==> config.mk <==
export PLATFORM = sky130hd
export DESIGN_NAME = sd_hex_dump_formatter
export DESIGN_NICKNAME = d
export VERILOG_FILES = /design/src/rtl/sd_hex_dump_formatter.sv
export SDC_FILE = /design/constraint.sdc
export NUM_CORES = 1
export LEC_CHECK = 0
export ABC_AREA = 1
export CAP_MARGIN = 0
export CORE_MARGIN = 1.5
export CORE_UTILIZATION = 40
export DETAILED_ROUTE_END_ITERATION = 8
export PLACE_DENSITY = 0.53
export SLEW_MARGIN = 20
export SYNTH_ARGS = -nofsm -noshare
export SYNTH_HDL_FRONTEND = slang
export SYNTH_SLANG_ARGS = --single-unit
==> constraint.sdc <==
create_clock -name clk -period 3.3 [get_ports clk]
set_input_delay 0.33 -clock clk [delete_from_list [all_inputs] [get_ports clk]]
set_output_delay 0.33 -clock clk [all_outputs]
set_load 0.005 [all_outputs]
==> src/rtl/sd_hex_dump_formatter.sv <==
`default_nettype none
// ============================================================================
// sd_hex_dump_formatter : buffers a byte stream and renders it on a character
// handshake as an uppercase hex dump ("XX XX ...\r\n").         Rev 1.0
// ============================================================================
module sd_hex_dump_formatter #(
  parameter int FIFO_ASIZE     = 6,
  parameter int BYTES_PER_LINE = 16
) (
  input  logic        clk,
  input  logic        rst,
  input  logic        in_req,
  input  logic [7:0]  in_byte,
  input  logic        in_done,
  output logic        out_req,
  output logic [7:0]  out_data,
  input  logic        out_gnt,
  output logic        overflow,
  output logic        flushed,
  output logic [31:0] byte_count
);

  localparam int         C_DEPTH = 1 << FIFO_ASIZE;
  localparam logic [7:0] C_BPL   = 8'(BYTES_PER_LINE);

  typedef enum logic [2:0] {
    S_IDLE = 3'd0,
    S_HI   = 3'd1,
    S_LO   = 3'd2,
    S_SEP  = 3'd3,
    S_CR   = 3'd4,
    S_LF   = 3'd5
  } state_t;

  logic [7:0]            r_mem [C_DEPTH];
  logic [FIFO_ASIZE-1:0] r_wr_ptr, r_rd_ptr;
  logic [FIFO_ASIZE:0]   r_count;
  logic                  w_full, w_empty, w_push, w_pop;
  logic [7:0]            w_head;

  state_t     r_state, w_state_nxt;
  logic [7:0] r_cur, w_cur_nxt;
  logic [7:0] r_line_cnt, w_lc_nxt, w_lc_eff, w_lc_inc;
  logic       r_sep_pend, w_sep_nxt;
  logic       r_done;
  logic       w_req_nxt, w_flushed_nxt, w_launch, w_xfer;
  logic [7:0] w_data_nxt;

  function automatic logic [7:0] hex_char(input logic [3:0] n);
    return (n < 4'd10) ? (8'h30 + {4'h0, n}) : (8'h37 + {4'h0, n});
  endfunction

  assign w_full   = (r_count == (FIFO_ASIZE+1)'(C_DEPTH));
  assign w_empty  = (r_count == '0);
  assign w_push   = in_req & ~w_full;
  assign w_head   = r_mem[r_rd_ptr];
  assign w_xfer   = out_req & out_gnt;
  assign w_lc_inc = r_line_cnt + 8'd1;

  always_ff @(posedge clk) begin
    if (w_push) r_mem[r_wr_ptr] <= in_byte;
  end

  always_ff @(posedge clk) begin
    if (rst) begin
      r_wr_ptr   <= '0;
      r_rd_ptr   <= '0;
      r_count    <= '0;
      overflow   <= 1'b0;
      byte_count <= '0;
      r_done     <= 1'b0;
    end else begin
      if (w_push) r_wr_ptr <= r_wr_ptr + 1'b1;
      if (w_pop)  r_rd_ptr <= r_rd_ptr + 1'b1;
      case ({w_push, w_pop})
        2'b10:   r_count <= r_count + 1'b1;
        2'b01:   r_count <= r_count - 1'b1;
        default: r_count <= r_count;
      endcase
      if (in_req && w_full) overflow <= 1'b1;
      if (w_push && (byte_count != 32'hFFFF_FFFF)) byte_count <= byte_count + 32'd1;
      if (in_done) r_done <= 1'b1;
    end
  end

  always_ff @(posedge clk) begin
    if (rst) begin
      r_state    <= S_IDLE;
      r_cur      <= '0;
      r_line_cnt <= '0;
      r_sep_pend <= 1'b0;
      out_req    <= 1'b0;
      out_data   <= 8'h00;
      flushed    <= 1'b0;
    end else begin
      r_state    <= w_state_nxt;
      r_cur      <= w_cur_nxt;
      r_line_cnt <= w_lc_nxt;
      r_sep_pend <= w_sep_nxt;
      out_req    <= w_req_nxt;
      out_data   <= w_data_nxt;
      flushed    <= w_flushed_nxt;
    end
  end

  // The separator is deferred until the next byte is actually present, so a
  // line never ends with a space even when the stream stalls mid-line.
  always_comb begin
    w_state_nxt   = r_state;
    w_cur_nxt     = r_cur;
    w_lc_nxt      = r_line_cnt;
    w_lc_eff      = r_line_cnt;
    w_sep_nxt     = r_sep_pend;
    w_req_nxt     = out_req;
    w_data_nxt    = out_data;
    w_flushed_nxt = flushed;
    w_pop         = 1'b0;
    w_launch      = 1'b0;
    case (r_state)
      S_IDLE: w_launch = 1'b1;
      S_HI: if (w_xfer) begin
        w_data_nxt  = hex_char(r_cur[3:0]);
        w_state_nxt = S_LO;
      end
      S_LO: if (w_xfer) begin
        if (w_lc_inc == C_BPL) begin
          w_lc_nxt    = 8'd0;
          w_data_nxt  = 8'h0D;
          w_state_nxt = S_CR;
        end else begin
          w_lc_nxt = w_lc_inc;
          if (!w_empty) begin
            w_data_nxt  = 8'h20;
            w_state_nxt = S_SEP;
          end else begin
            w_req_nxt   = 1'b0;
            w_sep_nxt   = 1'b1;
            w_state_nxt = S_IDLE;
          end
        end
      end
      S_SEP: if (w_xfer) w_launch = 1'b1;
      S_CR: if (w_xfer) begin
        w_data_nxt  = 8'h0A;
        w_state_nxt = S_LF;
      end
      S_LF: if (w_xfer) begin
        w_lc_nxt = 8'd0;
        w_lc_eff = 8'd0;
        w_launch = 1'b1;
      end
      default: w_state_nxt = S_IDLE;
    endcase

    if (w_launch) begin
      if (!w_empty) begin
        w_req_nxt = 1'b1;
        if (r_sep_pend) begin
          w_sep_nxt   = 1'b0;
          w_data_nxt  = 8'h20;
          w_state_nxt = S_SEP;
        end else begin
          w_pop       = 1'b1;
          w_cur_nxt   = w_head;
          w_data_nxt  = hex_char(w_head[7:4]);
          w_state_nxt = S_HI;
        end
      end else if (r_done && (w_lc_eff != 8'd0) && !flushed) begin
        w_req_nxt   = 1'b1;
        w_sep_nxt   = 1'b0;
        w_data_nxt  = 8'h0D;
        w_state_nxt = S_CR;
      end else begin
        w_req_nxt   = 1'b0;
        w_state_nxt = S_IDLE;
        if (r_done && (w_lc_eff == 8'd0)) w_flushed_nxt = 1'b1;
      end
    end
  end

endmodule
`default_nettype wire

==> results.cfg, run 1 <==
[clock_network]
numCtsBuffers = 67
root_buffer = clkbuf_16
clk_latency_ps = 600
htree_num_levels = 3
cts_sinks = 597
cts_setup_buffers = 0
clk_pin_slew_worst_paths_ps = 60
cts_buffer_depth = 3
cts_tree = yes

[worst_setup_path]
crit_type = reg -> reg
worstPathRequired_ps = 3780
critical_path.startpoint_type = flop
end_kind = flop
cp_max_fo = 6
worst_ep_arrival_time_ps = 3380

[grt]
grt_pass1_wl_mm = 104
grt-ovfl-total = 0
grt_max_degree = 122
antenna_found_initial = 1
gr-usage-all-layers_pct = 21.3
grt_pass1_vias = 17400

[layout]
instances_no_fill = 3310
area_growth_pct = 16.5
drive_above_1_share_pct = 10.1
design_area_mm2 = 0.0294
num_antenna_cells = 0
fin_nets = 2452
fin_util_pct = 47.4

[routing]
routed_wl_mm = 67.9
viasPerCell = 5.40
first_pass_iters = 6
drtAntennaViolNets = 0
detail_route.wl_per_cell_um = 20.5
drc = 0
dr_total_vias = 17900
drtIter0Drc = 1741

[sta]
clock_skew_ps = 17.7
tightestPinTransition_ps = 975
fin_crit_sh_pct = 87.9
setup_ws_ps = 398
fmaxAchievable_mhz = 345
fin_tns_setup_ps = 0
slew_viol_final = 0
layout_min_cycle_time_ps = 2900
maxSlewHeadroom_pct = 34.6
setup_violations = 0
finalHoldViolations = 0
rsz0062_at_grt = false

[power_and_ir_drop]
ir_worst_vdd_uv = 475
switching_share_pct = 31.0
seqPwrFrac_pct = 40.6
p_comb_share_pct = 23.9
p_clk_share_pct = 35.6
p_int_w = 0.0145
pwr_density_cell_mw_per_mm2 = 714
p_leak_nw = 10.1
switchingPower_w = 0.00649

[synthesis]
seq_area_frac_synth_pct = 67.7
ys_warn_count = 0
avgSynthCellArea_um2 = 10.9
synth_ff_type = edfxtp_1
syn_area_mm2 = 0.0252
async_reset_ff_share_pct = 0
synth_nets = 2330
yosys_register_bits = 597
synthCells = 2303
synth.distinct_cells = 45
synth_edf_count = 512

[placed_design]
dp_hpwl_mm = 41.1
placed_cells = 3193
pre_cts_slack_ps = 13.4
place_area_mm2 = 0.0272
gp_congestion = 0.874
io_buffers = 55

[die]
core.rowCount = 91
io_pins = 56
dieArea_mm2 = 0.0645
die_y_um = 254
core_mm2 = 0.0619
initial_utilization_pct = 40.7
die_x_um = 254

[status]
outcome = completed

[min_path]
hp-class = in -> reg

[job]
maxCapViolCount = 0
## final cells by class
class / instances / area (um^2)
Clock buffer: 87 / 1860
Fill cell: 5697 / 32600
Timing Repair Buffer: 173 / 1540
Multi-Input combinational cell: 1485 / 7120
Clock inverter: 30 / 323
Tap cell: 837 / 1050
Inverter: 101 / 387
Sequential cell: 597 / 17100
## power by group through the flow
stage	logic, W	clock network [W]	registers, W
CTS	0.00502	0.00762	0.00851
finish	0.00501	0.00746	0.00851
detailed placement	0.00500	0	0.00867
floorplan	0.00331	0	0.00860
global placement	0.00496	0	0.00866
global route	0.00559	0.00788	0.00853
## synthesized netlist by cell type, types with 2 or more instances
cell type    n  area (um^2)
nor2_2       5         31.3
o211ai_1    12         90.1
inv_2       10         37.5
nand2_2      5         31.3
xor2_1      14          123
o21a_1       2         15.0
xnor2_1      6         52.6
clkbuf_1    42          158
o21ai_1     57          285
nand3_1    264         1320
nand4_1     15         93.8
inv_1       88          330
a311oi_1     2         17.5
buf_4       19          143
o22ai_1     25          156
clkinv_1     3         11.3
edfxtp_1   512        15400
nor3b_1      4         30.0
nor4_1       6         37.5
buf_2       43          215
a31oi_1      6         37.5
a21oi_1     70          350
o21ai_0    149          746
nand2_1    425         1600
nor2_4       3         33.8
nor2_1     304         1140
buf_1        8         30.0
a211oi_1     2         15.0
dfxtp_1     85         1700
buf_6        8         90.1
nor3_1      30          150
o221ai_1    53          464
o2111ai_1    2         17.5
ha_1        13          163
## worst max-delay path, cell delays in order (launching register included)
cell     delay [ps]
dfxtp_1         330
inv_1           100
nand4_1         160
nor3_1          360
nor2_4          110
inv_2           140
ha_2            250
inv_1            80
fa_1            400
o21ai_1         200
nand2_1          70
a21oi_1         160
nor2_1           50
nand2_1          50
nand3_1          90
o21ai_1         140
a21oi_1          70
## state kept, by name, indices dropped and copies added, names as in the netlist, named ones only
signal,flops
overflow,1
r_state,3
r_done,1
byte_count,32
r_wr_ptr,6
flushed,1
r_sep_pend,1
r_cur,4
out_req,1
r_count,7
r_line_cnt,8
r_rd_ptr,6
r_mem,512
out_data,8
## through the flow
stage / hold WS, ps / total power (W)
final: 258 / 0.0210
after global routing: 256 / 0.0220
after CTS: 224 / 0.0211
after detailed placement: 457 / 0.0137
after global placement: 437 / 0.0136
after floorplan: 412 / 0.0119
## timing repair
action,in CTS,in global routing
setup endpoints to repair,0,1
gates resized for setup,0,3
hold buffers,0,0
## metal layers
layer	up-vias	routed length, um	track usage (%)
li1	8465	-	-
met1	8817	30700	29.3
met2	489	32000	34.4
met3	97	3610	3.96
met4	0	1600	6.05
met5	-	0	0
## placed cells by master, fill, tap and decap left out, types with 3 or more instances in the layout
master	netlist	final
a21oi_1	70	70
nand2_2	5	5
o221ai_1	53	53
inv_2	10	8
ha_1	13	12
nand4_1	15	15
o21ai_1	57	59
nor2_2	5	5
nand3_1	264	264
a31oi_1	6	6
clkdlybuf4s50_1	0	46
inv_1	88	87
dfxtp_1	85	82
xor2_1	14	14
buf_12	0	11
clkbuf_1	42	14
o22ai_1	25	25
clkbuf_16	0	71
inv_6	0	3
nor4_1	6	6
nor3b_1	4	4
xnor2_1	6	6
clkinv_1	3	14
clkinv_2	0	10
buf_2	43	4
nand2_1	425	425
buf_4	19	112
o211ai_1	12	12
nor2_4	3	3
o21ai_0	149	147
nor2_1	304	304
nor3_1	30	30
bufinv_16	0	7
edfxtp_1	512	512
## kinds of logic after synthesis
group                    after synthesis  share of synthesized area, %
AND/OR/NAND/NOR                     1067                          17.9
flip-flops                           597                          67.7
AO/OA/AOI/OAI                        384                          8.88
buffers and inverters                221                          4.03
XOR/XNOR                              20                         0.695
adder cells (fa/ha/maj)               14                         0.725
## worst paths after layout
| kind | slack [ps] | start | to | cells after the start |
|---|---|---|---|---|
| worst max-delay path | 400 | r_count[1] | r_count[6] | 16 |
| worst min-delay path | 260 | in_byte[2] | r_mem[31][2] | 1 |
| worst max register to register | 400 | r_count[1] | r_count[6] | 16 |
| worst min register to register | 460 | r_rd_ptr[5] | flop | 1 |
Power figures use the tool's default switching activity.
==> run 2, diff against run 1 <==
Settings changed: SKIP_LAST_GASP set to 1.
==> results of run 2 <==
Final layout, timing and power as in run 1 (identical DEF).
==> run 3, diff against run 2 <==
Settings changed: PLACE_DENSITY 0.53 to unset, PLACE_DENSITY_LB_ADDON set to 0.1.
==> run 3 against run 2 <==
Effect of this change: core utilization rose by 0.15 points; sequential share of layout area is 0.18 points lower; non-clock buffer count is 17 higher; clock skew grew 3.4 ps; sequential power about the same; clock-buffer cell count shrank 2; register-to-register slack lost 20 ps.
==> results.cfg, run 3 (synthesized netlist as in run 1, its figures left out) <==
[die]
core.rowCount = 91
dieArea_mm2 = 0.0645
die_x_um = 254
io_pins = 56
core_mm2 = 0.0619
die_y_um = 254
initial_utilization_pct = 40.7

[layout]
largest_reg_flops = 512
top_register = r_mem
reg_top3 = r_mem x512, byte_count x32
final_cell_mix = edfxtp_1, nand2_1, nor2_1
fin_nets = 2469
area_growth_pct = 16.8
num_antenna_cells = 0
final_common_cell = edfxtp_1
drive_above_1_share_pct = 10.7

[worst_setup_path]
worst-path-buf-inv = 3
worstPathRequired_ps = 3790
cpLargestDelayFamily = simple AND/OR/NAND/NOR gates
crit_type = reg -> reg
rr_startpoint = r_state[0]
cpMaxStageDelayCell = fa_1
critical_path.startpoint_type = flop
crit_chain = inv_1 > nor2_2 > nand2_1 > nor2_2 > a31oi_1 > nor2_2 > nand2_2 > inv_2 > ha_1 > inv_1 > fa_1 > o21ai_1 > nand2_1 > a21oi_1 > nor2_1 > nand2_1 > nand3_1 > o21ai_0 > a21oi_1
r2r-end = r_count[6]
startpoint = r_state[0]
worst_ep_arrival_time_ps = 3420
r2r_cells = 19
cp_max_fo = 5
critical_path.max_stage_delay_ps = 410
r2r_slack_ps = 370
end_kind = flop

[power_and_ir_drop]
p_leak_nw = 10.1
finalPower_w = 0.0208
ir_worst_vdd_uv = 392
pwr_density_cell_mw_per_mm2 = 708

[grt]
grt_max_degree = 65
antenna_found_initial = 1
gr-usage-all-layers_pct = 22.1
grt_pass1_vias = 17500
grt-ovfl-total = 0
grt_pass1_wl_mm = 107

[min_path]
min_from = rst
hold_depth = 4
hold_end = r_state[0]
hp-class = in -> reg

[sta]
tightestPinTransition_ps = 913
slew_viol_final = 0
maxSlewHeadroom_pct = 39.1
fin_crit_sh_pct = 88.7
fin_tns_setup_ps = 0
setup_violations = 0
layout_min_cycle_time_ps = 2930
clock_skew_ps = 21.2
fmaxAchievable_mhz = 342
rsz0062_at_grt = false
finalHoldViolations = 0

[routing]
drtIter0Drc = 1540
drc = 0
detail_route.wl_per_cell_um = 21.0
dr_total_vias = 17800
routed_wl_mm = 70.0
first_pass_iters = 5
drtAntennaViolNets = 0
viasPerCell = 5.35

[status]
outcome = completed

[clock_network]
numCtsBuffers = 67
cts_hold_buffers = 0
cts_buffer_depth = 3
clk_latency_ps = 610
cts_tree = yes
htree_num_levels = 3
root_buffer = clkbuf_16
clk_pin_slew_worst_paths_ps = 70
cts_sinks = 597

[placed_design]
gp_congestion = 0.899
io_buffers = 55
dp_hpwl_mm = 43.6

[job]
maxCapViolCount = 0
-- run 3: cell types whose count changed in the layout (fill, tap and decap cells not counted), moves of 2 or more --
cell / delta
inv_8: +2
buf_4: +13
bufinv_16: -4
buf_2: +2
clkinvlp_4: +2
clkbuf_8: -2
buf_12: +2
clkinv_8: +3
inv_6: -2
clkinv_1: +3
-- run 3: worst max-delay path by stage --
stage,to,cells after the start,slack [ps]
final,r_count[6],19,370
after global routing,r_count[6],19,60
after CTS,r_count[6],19,320
after detailed placement,r_count[6],18,70
after global placement,r_count[6],18,0.7
after floorplan,r_count[6],20,230
-- run 3: report_power, final --
group / internal [W] / switching (W) / total (W)
clock network: 0.00418 / 0.00304 / 0.00722
logic: 0.00164 / 0.00344 / 0.00508
registers: 0.00836 / 0.000174 / 0.00853
total: 0.0142 / 0.00665 / 0.0208
-- run 3: routing by layer --
metal	wire length, um	GRT usage (%)
met3	3360	3.51
met2	32800	35.2
met1	32200	31.1
met5	18	0
met4	1690	6.26
-- run 3: final cells by class --
class | instances | area, um^2
Tap cell | 837 | 1050
Clock buffer | 85 | 1830
Inverter | 101 | 389
Clock inverter | 36 | 293
Timing Repair Buffer | 190 | 1690
Fill cell | 5744 | 32500
Multi-Input combinational cell | 1485 | 7120
Sequential cell | 597 | 17100
-- run 3: stage by stage --
stage	utilization [%]	setup slack (ps)	area, um^2	cells	hold slack (ps)
after floorplan	-	226	25200	2303	412
after global placement	44.1	0.711	27300	3210	435
after detailed placement	44.1	72.3	27300	3210	438
after CTS	47.5	317	29400	3331	273
after global routing	47.5	56.4	29400	3331	306
final	47.5	374	29400	3331	286
-- run 3: what timing repair did --
item | 4_1_cts | 5_1_grt
buffers inserted | 0 | 0
endpoints found under the setup margin | 0 | 1
hold endpoints to repair | 0 | 0
gates resized for setup | 0 | 1
-- run 3: worst reg2reg max path: cells and delay by family, from the launching register on --
family                     cells  cell delay, ps
and+or+nand+nor                9             930
DFF                            1             360
buffers and inverters          3             230
AOI/OAI and AO/OA              5             670
adders and majority gates      2             610
